### src/rtl/uart_tx_fifo.sv
// Byte FIFO and launch sequencer feeding a UART transmitter: buffers pushed bytes and
// launches one frame at a time. Optional `UART_TX_FIFO_LEVEL_EN adds a fill-level output.
module uart_tx_fifo #(
  parameter  int DEPTH          = 16,
  parameter  int CLOCKS_PER_BIT = 1,
  localparam int ADDR_W         = $clog2(DEPTH)
) (
  input  logic              clock,
  input  logic              reset,
  input  logic              wr_en,
  input  logic [7:0]        wr_data,
  output logic              full,
  output logic              empty,
  output logic              overflow,
  output logic              busy,
  output logic              tx_send,
  output logic [7:0]        tx_byte,
  input  logic              tx_done
`ifdef UART_TX_FIFO_LEVEL_EN
  ,
  output logic [ADDR_W:0]   level
`endif
);

  // A full frame is 10 bit times; waiting that long after reset lets a frame the
  // transmitter was already sending finish, so its done pulse is never mistaken for ours.
  localparam int HOLD_CYCLES = 10 * CLOCKS_PER_BIT;
  localparam int HOLD_W      = $clog2(HOLD_CYCLES);

  typedef enum logic [1:0] {
    HOLDOFF,
    IDLE,
    WAIT
  } state_t;

  state_t              state, state_nxt;
  logic [HOLD_W-1:0]   hold_cnt, hold_cnt_nxt;
  logic                tx_send_nxt;
  logic [7:0]          tx_byte_nxt;

  logic [7:0]          mem [DEPTH];
  logic [ADDR_W-1:0]   wr_ptr, rd_ptr;
  logic [ADDR_W:0]     count;
  logic                push, pop;

  assign full  = (count == (ADDR_W+1)'(DEPTH));
  assign empty = (count == '0);
  assign busy  = (state != IDLE);
  assign push  = wr_en && !full;

  // NOTE: every signal driven here gets a default first, so no path leaves it unassigned
  // and no latch is inferred.
  always_comb begin
    state_nxt    = state;
    hold_cnt_nxt = hold_cnt;
    tx_send_nxt  = 1'b0;
    tx_byte_nxt  = tx_byte;
    pop          = 1'b0;
    unique case (state)
      HOLDOFF: begin
        if (hold_cnt == HOLD_W'(HOLD_CYCLES - 1)) state_nxt = IDLE;
        else                                      hold_cnt_nxt = hold_cnt + HOLD_W'(1);
      end
      IDLE: begin
        if (!empty) begin
          pop         = 1'b1;
          tx_byte_nxt = mem[rd_ptr];
          tx_send_nxt = 1'b1;
          state_nxt   = WAIT;
        end
      end
      WAIT: begin
        if (tx_done) state_nxt = IDLE;
      end
      default: state_nxt = HOLDOFF;
    endcase
  end

  // NOTE: all registered state uses non-blocking assignments so every register in the
  // block sees the pre-edge values of the others, independent of statement order.
  always_ff @(posedge clock) begin
    if (reset) begin
      state    <= HOLDOFF;
      hold_cnt <= '0;
      tx_send  <= 1'b0;
      tx_byte  <= 8'h00;
      overflow <= 1'b0;
      wr_ptr   <= '0;
      rd_ptr   <= '0;
      count    <= '0;
    end else begin
      state    <= state_nxt;
      hold_cnt <= hold_cnt_nxt;
      tx_send  <= tx_send_nxt;
      tx_byte  <= tx_byte_nxt;
      overflow <= wr_en && full;
      if (push) wr_ptr <= wr_ptr + ADDR_W'(1);
      if (pop)  rd_ptr <= rd_ptr + ADDR_W'(1);
      unique case ({push, pop})
        2'b10:   count <= count + (ADDR_W+1)'(1);
        2'b01:   count <= count - (ADDR_W+1)'(1);
        default: count <= count;
      endcase
    end
  end

  // NOTE: the storage array is deliberately not reset; pointers and count define which
  // entries are valid, so stale contents are never observed.
  always_ff @(posedge clock) begin
    if (push) mem[wr_ptr] <= wr_data;
  end

`ifdef UART_TX_FIFO_LEVEL_EN
  assign level = count;
`endif

endmodule

### config.mk
export PLATFORM = sky130hd
export DESIGN_NAME = uart_tx_fifo
export DESIGN_NICKNAME = d
export VERILOG_FILES = /design/src/rtl/uart_tx_fifo.sv
export SDC_FILE = /design/constraint.sdc
export NUM_CORES = 1
export LEC_CHECK = 0
export ABC_AREA = 1
export CORE_ASPECT_RATIO = 1.25
export CORE_MARGIN = 3
export CORE_UTILIZATION = 55
export DETAILED_ROUTE_END_ITERATION = 8
export PLACE_DENSITY_LB_ADDON = 0.15
export SLEW_MARGIN = 20
export SYNTH_ARGS = -nofsm -noshare
export SYNTH_HDL_FRONTEND = slang
export SYNTH_SLANG_ARGS = --single-unit
### constraint.sdc
create_clock -name clock -period 4.74 [get_ports clock]
set_input_delay 1.185 -clock clock [delete_from_list [all_inputs] [get_ports clock]]
set_output_delay 1.185 -clock clock [all_outputs]
set_load 0.03 [all_outputs]
## After elaboration in Yosys (flattened, before gate mapping)

Memories as Yosys holds them, arrays and structs flattened. A register that Yosys moved wholly into a read port is not among the register bits.
Cells that the tools add are included.

| storage, ports and cells | value |
|---|---|
| register bits | 21 |
| bits in latches | 0 |
| RAM bits | 128 |
| memory bits (read-only) | 0 |
| input port bits | 12 |
| output and inout bits | 13 |
| logic and storage cells | 43 |
| memories | 1 |

| cells by class | value |
|---|---|
| $add $sub $neg | 5 |
| multipliers | 0 |
| divide/modulo/power cells | 0 |
| magnitude comparators | 0 |
| equal/unequal tests | 10 |
| shift operators | 0 |
| mux-type cells | 9 |
| bitwise operators | 2 |
| reduce and logical (&&, ||, !) cells | 9 |

Memories:

| memory | depth | bits a word | rd ports | clocked after Yosys merged registers in | wr ports | line | RTL |
|---|---|---|---|---|---|---|---|
| mem | 16 | 8 | 1 | 1 | 1 | 41 | `logic [7:0] mem [DEPTH];` |

Operators by type and width:

| cell | number |
|---|---|
| adder 4 x 1 -> 4 bit (second input constant) | 3 |
| case mux 5 bit (2 select lines) | 1 |
| two-way mux 2 bit | 3 |
| != test 2 bit (second input constant) | 3 |
| case mux 2 bit (3 select lines) | 1 |
| adder 5 x 1 -> 5 bit (second input constant) | 1 |
| equality test 5 bit (second input constant) | 1 |
| zero test 5 bit | 1 |
| subtractor 5 x 1 -> 5 bit (second input constant) | 1 |
| equality test 2 x 1 -> 1 bit (second input constant) | 2 |
| equality test 2 bit (second input constant) | 2 |
| equality test 4 bit (second input constant) | 1 |
| two-way mux 1 bit | 4 |
| AND reduction 2 bit | 2 |
| AND reduction 3 bit | 1 |
| logical AND 1 bit | 2 |
| zero test 2 bit | 1 |
| != test 2 x 1 -> 1 bit (second input constant) | 1 |
| NOT 1 bit | 2 |
| nonzero test 2 bit | 1 |
| zero test 1 bit | 1 |

## Depth between registers and ports, before layout

Gate-level depths: netlist of run 1.

| depth | value |
|---|---|
| depth after elaboration | 5 |
| mapped depth | 16 |
| gate-level depth less buffers | 15 |

## Worst setup path after synthesis of run 1

Ideal clock, no wire load.

| timing path | value |
|---|---|
| kind | input to register |
| from | in wr_en |
| to | reg count[4] |
| setup time | 71 ps |
| data arrival time | 2394 ps |
| data required time | 4669 ps |
| slack | 2275 ps |
| stages on the path | 12 |
| buffers on the path | 0 |
| cells stage by stage | nand2_2 > ha_1 > xor2_1 > ha_1 > inv_1 > nand2_1 > nand3_1 > nand2_1 > nand2_1 > nand2_1 > nand2_1 > a21oi_1 |

| between the ends | value |
|---|---|
| longest elaborated chain between the ends | 3 |
| elaborated cells on any way between the ends | 5 |
| those cells by class | eq/ne (2); mux (1); reduce/logical (2) |

RTL lines:

| what | line | RTL |
|---|---|---|
| from (decl) | 10 | `input logic wr_en,` |
| logical AND 1 bit * | 49 | `assign push = wr_en && !full;` |
| equality test 2 x 1 -> 1 bit or equality test 2 bit (tied branches) | 99 | `unique case ({push, pop})` |
| case mux 5 bit (2 select lines) or nonzero test 2 bit (tied branches) | - |  |
| to (signal assigned) | 100 | `2'b10: count <= count + (ADDR_W+1)'(1);` |
| to (signal assigned) | 101 | `2'b01: count <= count - (ADDR_W+1)'(1);` |
| to (signal assigned) | 102 | `default: count <= count;` |
| to (decl) | 43 | `logic [ADDR_W:0] count;` |

Every way passes the cells marked *; elsewhere a longest branch is shown, timed or not.
A chain may end at the register's enable or synchronous reset.

## Worst setup path after layout of run 1

| timing path | value |
|---|---|
| from | reg count[0] |
| to | out empty |

| between the ends | value |
|---|---|
| longest elaborated chain between the ends | 1 |

RTL lines:

| what | line | RTL |
|---|---|---|
| zero test 5 bit | 47 | `assign empty = (count == '0);` |
| to (decl) | 13 | `output logic empty,` |

No other way between the ends.

==> impl_results.md, run 1 <==
- Status: completed
- Placed cell area: 0.007151 mm^2
- Final ANT Viol Nets: 0
- Synth warn: 0
- Unrepaired setup endpoints after global routing: false
- N_diodes: 0
- WL/cell: 17.54 um
- Cells after Synth: ~710
- Root Buffer: clkbuf_16
- Register area share after synthesis: between 60% and 70%
- R2r endpoint: count[4]
- Fin. Hold Viols: 0
- Fin crit share: 64.31%
- Period minus WS final: a little over 3 ns
- Later-pin clock latency in the skew report: approximately 0.41 ns
- Worst reg2reg setup slack: between 2 and 2.5 ns
- Worst min path class: flop to flop
- P&R area growth vs syn: 12.30%
- Largest net degree at the start of global routing: about 70
- RD Place Congestion: a little under 1
- CTS clk-pin slew, worst paths: ~0.060 ns
- Fillers: around 1000
- Worst reg-to-reg path cell count: 15
- Number of global-route vias before repair: about 4500
- # Post-CTS Setup Buffers: 0
- Htree depth: 4
- Commonest non-fill, non-tap cell in the layout: nand2_1
- Hold path depth: 2
- Post-synthesis cell type count: 23
- Finished Layout Cells: between 800 and 900
- Clock Path Buffers: 2
- Synth area leader: edfxtp_1
- Synth Cell Area: ~0.007 mm^2
- Total global routing overflow: 0
- Arrival @ worst endpoint: between 1.5 and 2 ns
- Hold_buf cts: 0
- Max Cap Violations: 0
- Routed vias: 4802
- TritonCTS clock tree: done
- Leakage Power: about 3.2 nW
- Crit end category: primary output
- DIE WIDTH: roughly 110 um
- Worst-Margin Slew: between 1 and 1.5 ns
- Max_slew headroom: roughly 30%
- Worst vdd ir: around 260 uV
- CP Launch Type: flop
- Routed vias/inst: approximately 5.3
- GRT Overall Usage: a little under a quarter
- Clk sink count: about 160
- Initial antenna violation count: 0
- Die H: roughly 130 um
- Fmax: about 330 MHz
- Crit path required time: between 3 and 4 ns
- Post-placement cell count: 867
- Top cells by area in the synthesized netlist: edfxtp_1 56%, nand2_1 11%, dfxtp_1 8.5%, nand3_1 7.1%, inv_1 5.2%
- Row count: 45
- IO Pins: 25
- Starting density of the core: 56.44%
- Synthesis-stage register bit count: approximately 160
- DR pass1 iterations: 5
- Hold path endpoint: hold_cnt[3]
- Detailed Route Iter0 Violations: approximately 500
- Core area: between 0.01 and 0.015 mm^2
- CTS Buf Count: 17
- Finish-stage setup viols: 0
- Slew Viols, Final: 0
- Reg2Reg Launch Point: state[0]
- Setup TNS: 0 ns
- Finished Core Util: between 60% and 70%
- Kind of critical path: flop to primary output
- Layout Skew: 0.006502 ns
- Crit-path max FO: 4
- Syn nets: ~730
- Top cell type's share of synthesized area: between 50% and 60%
- Design Area, Final: between 0.007 and 0.008 mm^2
- Dpl hpwl: ~9900 um
- Syn avg cell area: 9.709 um^2
- Layout Nets: approximately 740
- Most frequent cells in the layout: 200 x nand2_1, 128 x edfxtp_1, 98 x nand3_1
- Hold_sp: hold_cnt[3]
- IO Port Bufs: 24
- WL final: about 16000 um
- Share of layout cells above drive strength 1: a little over 5%
- Residual DRC: 0
- Post-CTS sizing: 0
- Hold WS: approximately 0.48 ns
- First-pass GRT wire length: 24140 um
- Total Die Area: approximately 0.014 mm^2
- P per Cell Area: roughly 410 mW/mm^2
[final cells by class]
type	instances	area [um^2]	area share, %
Timing Repair Buffer	26	255.2	3.311
Tap cell	164	205.2	2.662
Inverter	103	386.6	5.015
Sequential cell	157	4425	57.41
Clock buffer	19	432.9	5.616
Multi-Input combinational cell	417	1878	24.36
Clock inverter	13	125.1	1.623
[metal layers]
| layer | vias up | wire length [um] | GRT usage (%) |
|---|---|---|---|
| met3 | 37 | 1026 | 4.717 |
| met2 | 206 | 7989 | 41.97 |
| met4 | 0 | 440 | 8.918 |
| met1 | 2234 | 6315 | 29.37 |
| li1 | 2325 | - | - |
| met5 | - | 0 | 0 |
[power breakdown]
part           switching [mW]  internal [mW]
registers              0.0233           1.53
logic                   0.223         0.0963
clock network           0.507          0.766
[worst max-delay path by stage]
stage              from        to  slack, ns  depth (start not counted)
2_1_floorplan     wr_en  count[4]       2.28                         12
3_3_place_gp      wr_en  count[4]       1.66                         13
3_5_place_dp      wr_en  count[4]       1.62                         13
4_1_cts        count[0]     empty       1.67                          4
5_1_grt        count[0]     empty       1.61                          4
6_report       count[0]     empty       1.69                          4
[through the flow]
step / power [mW] / setup WS [ns]
after CTS: 3.163 / 1.672
after global placement: 1.888 / 1.659
final: 3.144 / 1.691
after detailed placement: 1.896 / 1.621
after floorplan: 1.790 / 2.275
after global routing: 3.263 / 1.607
[kinds of logic after synthesis]
kind of cell | Yosys count | share of synthesized area (%)
AND/OR/NAND/NOR | 363 | 21.91
buffers and inverters | 133 | 8.185
adder cells (fa/ha/maj) | 10 | 1.823
XOR/XNOR | 6 | 0.7656
AO/OA/AOI/OAI | 38 | 2.862
flip-flops | 157 | 64.46
[synthesized netlist by cell type]
| master | n |
|---|---|
| inv_1 | 96 |
| clkbuf_1 | 5 |
| buf_4 | 8 |
| dfxtp_1 | 29 |
| o21ai_0 | 11 |
| nand3_1 | 98 |
| o21ai_1 | 9 |
| nor2_1 | 58 |
| nand2_1 | 200 |
| buf_2 | 14 |
| a21boi_1 | 1 |
| nand2_2 | 3 |
| nand4_1 | 3 |
| ha_1 | 10 |
| buf_1 | 1 |
| inv_2 | 5 |
| clkinv_1 | 2 |
| a32oi_1 | 1 |
| buf_6 | 2 |
| a21oi_1 | 16 |
| nand3b_1 | 1 |
| xor2_1 | 6 |
| edfxtp_1 | 128 |
[sequential cells by signal, summed over array words and instances, names as in the netlist]
name      count
wr_ptr        4
hold_cnt      4
tx_byte       8
count         5
overflow      1
state         2
rd_ptr        4
tx_send       1
mem         128
[critical path, cell delays in order (launching register included)]
cell	delay, ns
dfxtp_1	0.35
nor2_1	0.15
nand4_1	0.15
inv_1	0.13
clkdlybuf4s50_1	0.68
Power figures use the tool's default switching activity.
==> inputs of run 2 (changes only) <==
==> constraint.sdc (replaced) <==
create_clock -name clock -period 2.9 [get_ports clock]
set_input_delay 0.725 -clock clock [delete_from_list [all_inputs] [get_ports clock]]
set_output_delay 0.725 -clock clock [all_outputs]
set_load 0.03 [all_outputs]
==> impl_results.md, run 2 (synthesis gave the netlist of run 1 again) <==
- Status: completed (unchanged)
- Total Die Area: 0.01386 mm^2 (unchanged)
- Net Sw Frac: 24.35% (was 23.96%)
- CP Launch Type: flop (unchanged)
- Crit end category: primary output (unchanged)
- Routed vias/inst: 5.238 (was 5.341)
- Worst reg-to-reg path cell count: 15 (unchanged)
- Most frequent cells in the layout: 200 x nand2_1, 128 x edfxtp_1, 98 x nand3_1 (unchanged)
- Layout Nets: 761 (was 744)
- Dpl hpwl: 9587 um (was 9932 um)
- Row count: 45 (unchanged)
- Kind of critical path: flop to primary output (unchanged)
- Final ANT Viol Nets: 0 (unchanged)
- Arrival @ worst endpoint: 1.84 ns (was 1.86 ns)
- Worst min path class: flop to flop (unchanged)
- Logic pwr share: 10.3% (was 10.2%)
- Leakage Power: 3.245 nW (was 3.162 nW)
- P per Cell Area: 646.2 mW/mm^2 (was 407.9 mW/mm^2)
- Max Cap Violations: 0 (unchanged)
- Routed vias: 4793 (was 4802)
- Finished Layout Cells: 915 (was 899)
- Initial antenna violation count: 0 (unchanged)
- Max_slew headroom: 50.52% (was 29.88%)
- Clk sink count: 157 (unchanged)
- NetSw: 1.231 mW (was 0.7533 mW)
- Total global routing overflow: 0 (unchanged)
- RD Place Congestion: 0.8416 (was 0.9653)
- Setup TNS: 0 ns (unchanged)
- Die H: 130.9 um (unchanged)
- DIE WIDTH: 105.9 um (unchanged)
- Core area: 0.01216 mm^2 (unchanged)
- Max reg flops: 128 (unchanged)
- Detailed Route Iter0 Violations: 312 (was 497)
- Root Buffer: clkbuf_16 (unchanged)
- Post-placement cell count: 884 (was 867)
- P&R area growth vs syn: 13.96% (was 12.30%)
- Share of layout cells above drive strength 1: 7.190% (was 5.170%)
- Seq pwr share: 50.1% (was 49.4%)
- CTS Buf Count: 17 (unchanged)
- # Post-CTS Setup Buffers: 0 (unchanged)
- Worst-Margin Slew: 0.7399 ns (was 1.050 ns)
- Biggest register: mem (unchanged)
- Finished Core Util: 64.32% (was 63.38%)
- Htree depth: 4 (unchanged)
- DR pass1 iterations: 5 (unchanged)
- WL final: 14920 um (was 15770 um)
- GRT Overall Usage: 23.30% (was 23.82%)
- First-pass GRT wire length: 24110 um (was 24140 um)
- Period minus WS final: between 2 and 3 ns
- Clock Path Buffers: 2 (unchanged)
- Clock share of power: 39.5% (was 40.5%)
- Finish-stage setup viols: 0 (unchanged)
- Unrepaired setup endpoints after global routing: false (unchanged)
- Residual DRC: 0 (unchanged)
- Commonest non-fill, non-tap cell in the layout: nand2_1 (unchanged)
- Starting density of the core: 56.44% (unchanged)
- Worst reg2reg setup slack: 0.49 ns (was 2.21 ns)
- IO Port Bufs: 24 (unchanged)
- Slew Viols, Final: 0 (unchanged)
- Fin crit share: between 80% and 90%
- Crit path required time: 2.17 ns (was 3.56 ns)
- TritonCTS clock tree: done (unchanged)
- Post-CTS sizing: 0 (unchanged)
- Crit-path max FO: 4 (unchanged)
- IO Pins: 25 (unchanged)
- CTS clk-pin slew, worst paths: 0.06 ns (about the same)
- Hold WS: 0.4777 ns (was 0.4847 ns)
- Registers with the most flip-flops: mem (128), tx_byte (8), count (5) (unchanged)
- Fin. Hold Viols: 0 (unchanged)
- Hold_buf cts: 0 (unchanged)
- Hold path depth: 2 (unchanged)
- Layout Skew: 0.005645 ns (was 0.006502 ns)
- Fmax: approximately 390 MHz
- Worst vdd ir: 389.7 uV (was 263.6 uV)
- Largest net degree at the start of global routing: 67 (was 68)
- Number of global-route vias before repair: 4743 (was 4450)
- Later-pin clock latency in the skew report: 0.42 ns (was 0.41 ns)
- Fillers: 1040 (was 1009)
- Internal power: 3.824 mW (was 2.391 mW)
- N_diodes: 0 (unchanged)
- WL/cell: 16.31 um (was 17.54 um)
-- run 2: cell types whose count changed in the layout (fill, tap and decap cells not counted) --
cell / change
buf_12: +1
buf_4: +16
bufinv_16: -1
clkbuf_1: -1
clkinv_1: +1
clkinv_2: -1
clkinv_4: +1
-- run 2: cell type report --
class | instances | area (um^2) | area share [%]
inverter | 103 | 386.6 | 4.942
tap | 164 | 205.2 | 2.623
timing repair buffer | 43 | 395.4 | 5.054
sequential | 157 | 4425 | 56.57
multi-input combinational | 417 | 1878 | 24.01
clock inverter | 13 | 102.6 | 1.312
clock buffer | 18 | 429.2 | 5.486
-- run 2: metrics by stage --
step / instance area [um^2] / total power, mW / setup slack [ns]
after global routing: 7823 / 5.248 / 0.1657
after global placement: 7291 / 3.092 / 0.2656
after detailed placement: 7291 / 3.105 / 0.2518
after CTS: 7823 / 5.086 / 0.3079
final: 7823 / 5.055 / 0.3375
after floorplan: 6864 / 2.925 / 0.8442
-- run 2: final timing paths --
path                from           to
max             count[0]        empty
min          hold_cnt[3]  hold_cnt[3]
max reg2reg     count[2]     count[4]
min reg2reg  hold_cnt[3]  hold_cnt[3]
-- run 2: metal layers --
| metal | wire length, um | up-vias | global-route usage, % |
|---|---|---|---|
| met3 | 689 | 45 | 3.735 |
| met1 | 6059 | 2253 | 27.81 |
| li1 | - | 2356 | - |
| met4 | 699 | 0 | 13.11 |
| met2 | 7476 | 139 | 40.58 |
| met5 | 0 | - | 0 |
-- run 2: power groups by stage --
stage	Clock [mW]	Sequential [mW]	Combinational (mW)
global route	2.12	2.54	0.592
global placement	0	2.58	0.512
floorplan	0	2.59	0.332
finish	2.00	2.53	0.522
detailed placement	0	2.58	0.524
CTS	2.02	2.53	0.527
-- run 2: worst max-delay path, stage by stage (launching register included) --
cell and delay, ns:
dfxtp_1 0.34, nor2_1 0.14, nand4_1 0.15, inv_1 0.11
clkdlybuf4s50_1 0.67
==> inputs of run 3 (changes only) <==
--- a/config.mk
+++ b/config.mk
@@ -5,7 +5,7 @@
 export SDC_FILE = /design/constraint.sdc
 export NUM_CORES = 1
 export LEC_CHECK = 0
-export ABC_AREA = 1
+export ABC_CLOCK_PERIOD_IN_PS = 2900
 export CORE_ASPECT_RATIO = 1.25
 export CORE_MARGIN = 3
 export CORE_UTILIZATION = 55
==> impl_results.md, run 3 <==
- Setup slack after layout: 0.1283 ns (was 0.3375 ns)
- Leakage Power: 2.431 nW (was 3.245 nW)
- Max Cap Violations: 0 (unchanged)
- Fmax: 360.8 MHz (was 390.2 MHz)
- Syn nets: 454 (was 729)
- RD Place Congestion: 0.8434 (was 0.8416)
- Fin. Hold Viols: 0 (unchanged)
- Finish-stage setup viols: 0 (unchanged)
- P&R area growth vs syn: 16.84% (was 13.96%)
- Design Area, Final: 0.007475 mm^2 (was 0.007823 mm^2)
- N_diodes: 0 (unchanged)
- R2r endpoint: count[4] (unchanged)
- Die H: 126.6 um (was 130.9 um)
- Post-synthesis cell type count: 44 (was 23)
- IO Pins: 25 (unchanged)
- CTS Buf Count: 17 (unchanged)
- Synth area leader: edfxtp_1 (unchanged)
- Worst reg-to-reg path cell count: 10 (was 15)
- Logic pwr share: 3.7% (was 10.3%)
- Post-synth EDFFs: 128 (unchanged)
- Worst-Margin Slew: 0.6501 ns (was 0.7399 ns)
- Xor/xnor share of the synthesized area: 1.643% (was 0.7656%)
- Root Buffer: clkbuf_16 (unchanged)
- Hold_buf cts: 0 (unchanged)
- Crit path required time: 2.17 ns (about the same)
- Layout Nets: 498 (was 761)
- Clock share of power: 45.5% (was 39.5%)
- P per Cell Area: 656.6 mW/mm^2 (was 646.2 mW/mm^2)
- Post-synthesis mux area share: 10.84% (was 0%)
- Routed vias: 3635 (was 4793)
- CP Capture Point: full (was empty)
- Later-pin clock latency in the skew report: 0.41 ns (was 0.42 ns)
- CP Launch Type: flop (unchanged)
- Dpl hpwl: 8402 um (was 9587 um)
- Clk sink count: 157 (unchanged)
- Detailed Route Iter0 Violations: 180 (was 312)
- Placed cell area: 0.006869 mm^2 (was 0.007291 mm^2)
- Row count: 43 (was 45)
- Count leader, synth: edfxtp_1 (was nand2_1)
- Largest family of logic cells by synthesized area: multiplexers (was simple AND/OR/NAND/NOR gates)
- Post-Synth Simple-Gate Area: 7.256% (was 21.91%)
- Crit end category: primary output (unchanged)
- IO Port Bufs: 24 (unchanged)
- Starting density of the core: 56.89% (was 56.44%)
- NetSw: 1.065 mW (was 1.231 mW)
- Layout Skew: 0.01146 ns (was 0.005645 ns)
- Routed vias/inst: 5.825 (was 5.238)
- Cells after Synth: 432 (was 707)
- Prevailing post-synth register cell: edfxtp_1 (unchanged)
- Async SR Flop Fraction: 0% (unchanged)
- First-pass GRT wire length: 19870 um (was 24110 um)
- Synth Area in Compound Gates: 6.356% (was 2.862%)
- Post-Synth Adder-Cell Area: 1.956% (was 1.823%)
- Net Sw Frac: 21.70% (was 24.35%)
- Number of global-route vias before repair: 3726 (was 4743)
- Status: completed (unchanged)
- TritonCTS clock tree: done (unchanged)
- Synthesis-stage register bit count: 157 (unchanged)
- Period minus WS final: 2.772 ns (was 2.562 ns)
- Fillers: 782 (was 1040)
- Fin crit share: 95.58% (was 88.36%)
- Share of layout cells above drive strength 1: 13.29% (was 7.190%)
- Core area: 0.01124 mm^2 (was 0.01216 mm^2)
- Pre-CTS WS: -0.1558 ns (was 0.2518 ns)
- Arrival @ worst endpoint: 2.05 ns (was 1.84 ns)
- CP startpoint: count[3] (was count[0])
- Largest net degree at the start of global routing: 34 (was 67)
- Total global routing overflow: 0 (unchanged)
- Clock Path Buffers: 2 (unchanged)
- Registers with the most flip-flops: mem (128), tx_byte (8), count (5) (unchanged)
- DIE WIDTH: 102.5 um (was 105.9 um)
- DR pass1 iterations: 4 (was 5)
- Kind of critical path: flop to primary output (unchanged)
- Initial antenna violation count: 0 (unchanged)
- CTS clk-pin slew, worst paths: 0.07 ns (was 0.06 ns)
- Max_slew headroom: 56.52% (was 50.52%)
- Top cell type's share of synthesized area: 60.08% (was 56.00%)
- Max reg flops: 128 (unchanged)
- Syn avg cell area: 14.81 um^2 (was 9.709 um^2)
- Most frequent cells in the layout: 128 x edfxtp_1, 67 x mux2i_1, 42 x nor2_1 (was 200 x nand2_1, 128 x edfxtp_1, 98 x nand3_1)
- Worst vdd ir: 476.6 uV (was 389.7 uV)
- Register area share after synthesis: 69.16% (was 64.45%)
- WL/cell: 20.28 um (was 16.31 um)
- Synth Cell Area: 0.006397 mm^2 (was 0.006864 mm^2)
- Total power draw: 4.908 mW (was 5.055 mW)
- Worst min path class: flop to flop (unchanged)
- Total Die Area: 0.01297 mm^2 (was 0.01386 mm^2)
- Residual DRC: 0 (unchanged)
- Commonest non-fill, non-tap cell in the layout: edfxtp_1 (was nand2_1)
- Unrepaired setup endpoints after global routing: false (unchanged)
- Top cells by area in the synthesized netlist: edfxtp_1 60%, mux2i_1 10%, dfxtp_1 9.1%, o22ai_1 3.2%, nor2_1 2.5% (was edfxtp_1 56%, nand2_1 11%, dfxtp_1 8.5%, nand3_1 7.1%, inv_1 5.2%)
- Synth cell count leaders: 128 x edfxtp_1, 67 x mux2i_1, 42 x nor2_1 (was 200 x nand2_1, 128 x edfxtp_1, 98 x nand3_1)
- Reg2Reg Launch Point: count[3] (was count[2])
- Synth warn: 0 (unchanged)
- Crit-path max FO: 7 (was 4)
- Htree depth: 4 (unchanged)
- Final ANT Viol Nets: 0 (unchanged)
- Internal power: 3.843 mW (was 3.824 mW)
- Biggest register: mem (unchanged)
- WL final: 12660 um (was 14920 um)
- Slew Viols, Final: 0 (unchanged)
- Worst reg2reg setup slack: 0.34 ns (was 0.49 ns)
- Seq pwr share: 50.8% (was 50.1%)
- GRT Overall Usage: 21.09% (was 23.30%)
[run 3: cell types whose count changed after synthesis, sizes merged, moves of 16 or more]
cell	before	now
nor2	58	42
inv	101	8
nand2	203	6
o21ai	20	3
nand3	98	3
mux2i	0	67
o22ai	0	33
[run 3: power by group through the flow]
stage / registers [mW] / clock network [mW] / logic [mW]
finish: 2.49 / 2.23 / 0.183
global route: 2.50 / 2.37 / 0.204
CTS: 2.49 / 2.26 / 0.184
detailed placement: 2.54 / 0 / 0.185
global placement: 2.54 / 0 / 0.181
floorplan: 2.53 / 0 / 0.0994
[run 3: cells by family after synthesis]
| family | after synthesis |
|---|---|
| compound gates | 60 |
| xor+xnor | 12 |
| fa+ha+maj | 10 |
| buf+inv | 34 |
| flops | 157 |
| mux | 69 |
| simple gates | 90 |
[run 3: layout make-up]
type                            count  area, um^2  share of cell area [%]
Clock buffer                       17       425.4                   5.691
Multi-Input combinational cell    241        1794                   24.00
Clock inverter                     15       173.9                   2.327
Inverter                            8       30.03                  0.4017
Sequential cell                   157        4428                   59.24
Tap cell                          135       168.9                   2.260
Timing Repair Buffer               51       454.2                   6.076
[run 3: how the worst min path moves through the flow]
stage                     startpoint          to  slack (ns)  cells past startpoint
after floorplan             state[1]     tx_send        0.46                      1
after global placement    tx_byte[0]  tx_byte[0]        0.49                      2
after detailed placement  tx_byte[3]  tx_byte[3]        0.50                      2
after CTS                 tx_byte[4]  tx_byte[4]        0.51                      2
after global routing      tx_byte[0]  tx_byte[0]        0.52                      2
final                     tx_byte[4]  tx_byte[4]        0.50                      2
[run 3: metal layers]
| metal | GRT usage, % | wire [um] | vias up |
|---|---|---|---|
| met4 | 7.259 | 242 | 0 |
| met1 | 26.57 | 5205 | 1804 |
| met2 | 35.40 | 6584 | 80 |
| met3 | 5.116 | 623 | 16 |
| met5 | 0 | 0 | - |
| li1 | - | - | 1735 |
[run 3: timing repair]
| item | in CTS | in global routing |
|---|---|---|
| buffers inserted | 0 | 1 |
| endpoints found under the setup margin | 1 | 1 |
| pin swaps | 0 | 1 |
| gates resized for setup | 1 | 0 |
[run 3: worst max-delay path: stages (launching register included)]
cell	delay (ns)
dfxtp_1	0.39
nor4_4	0.40
nand2_1	0.12
inv_1	0.06
clkdlybuf4s50_1	0.66
[run 3: stage by stage]
stage | hold slack (ns) | setup TNS, ns | instances | util [%]
finish | 0.5034 | 0 | 624 | 66.47
global route | 0.5210 | 0 | 624 | 66.47
CTS | 0.5070 | 0 | 623 | 66.41
detailed placement | 0.4953 | -0.1747 | 591 | 61.09
global placement | 0.4909 | -0.1138 | 591 | 61.09
floorplan | 0.4606 | 0 | 432 | -
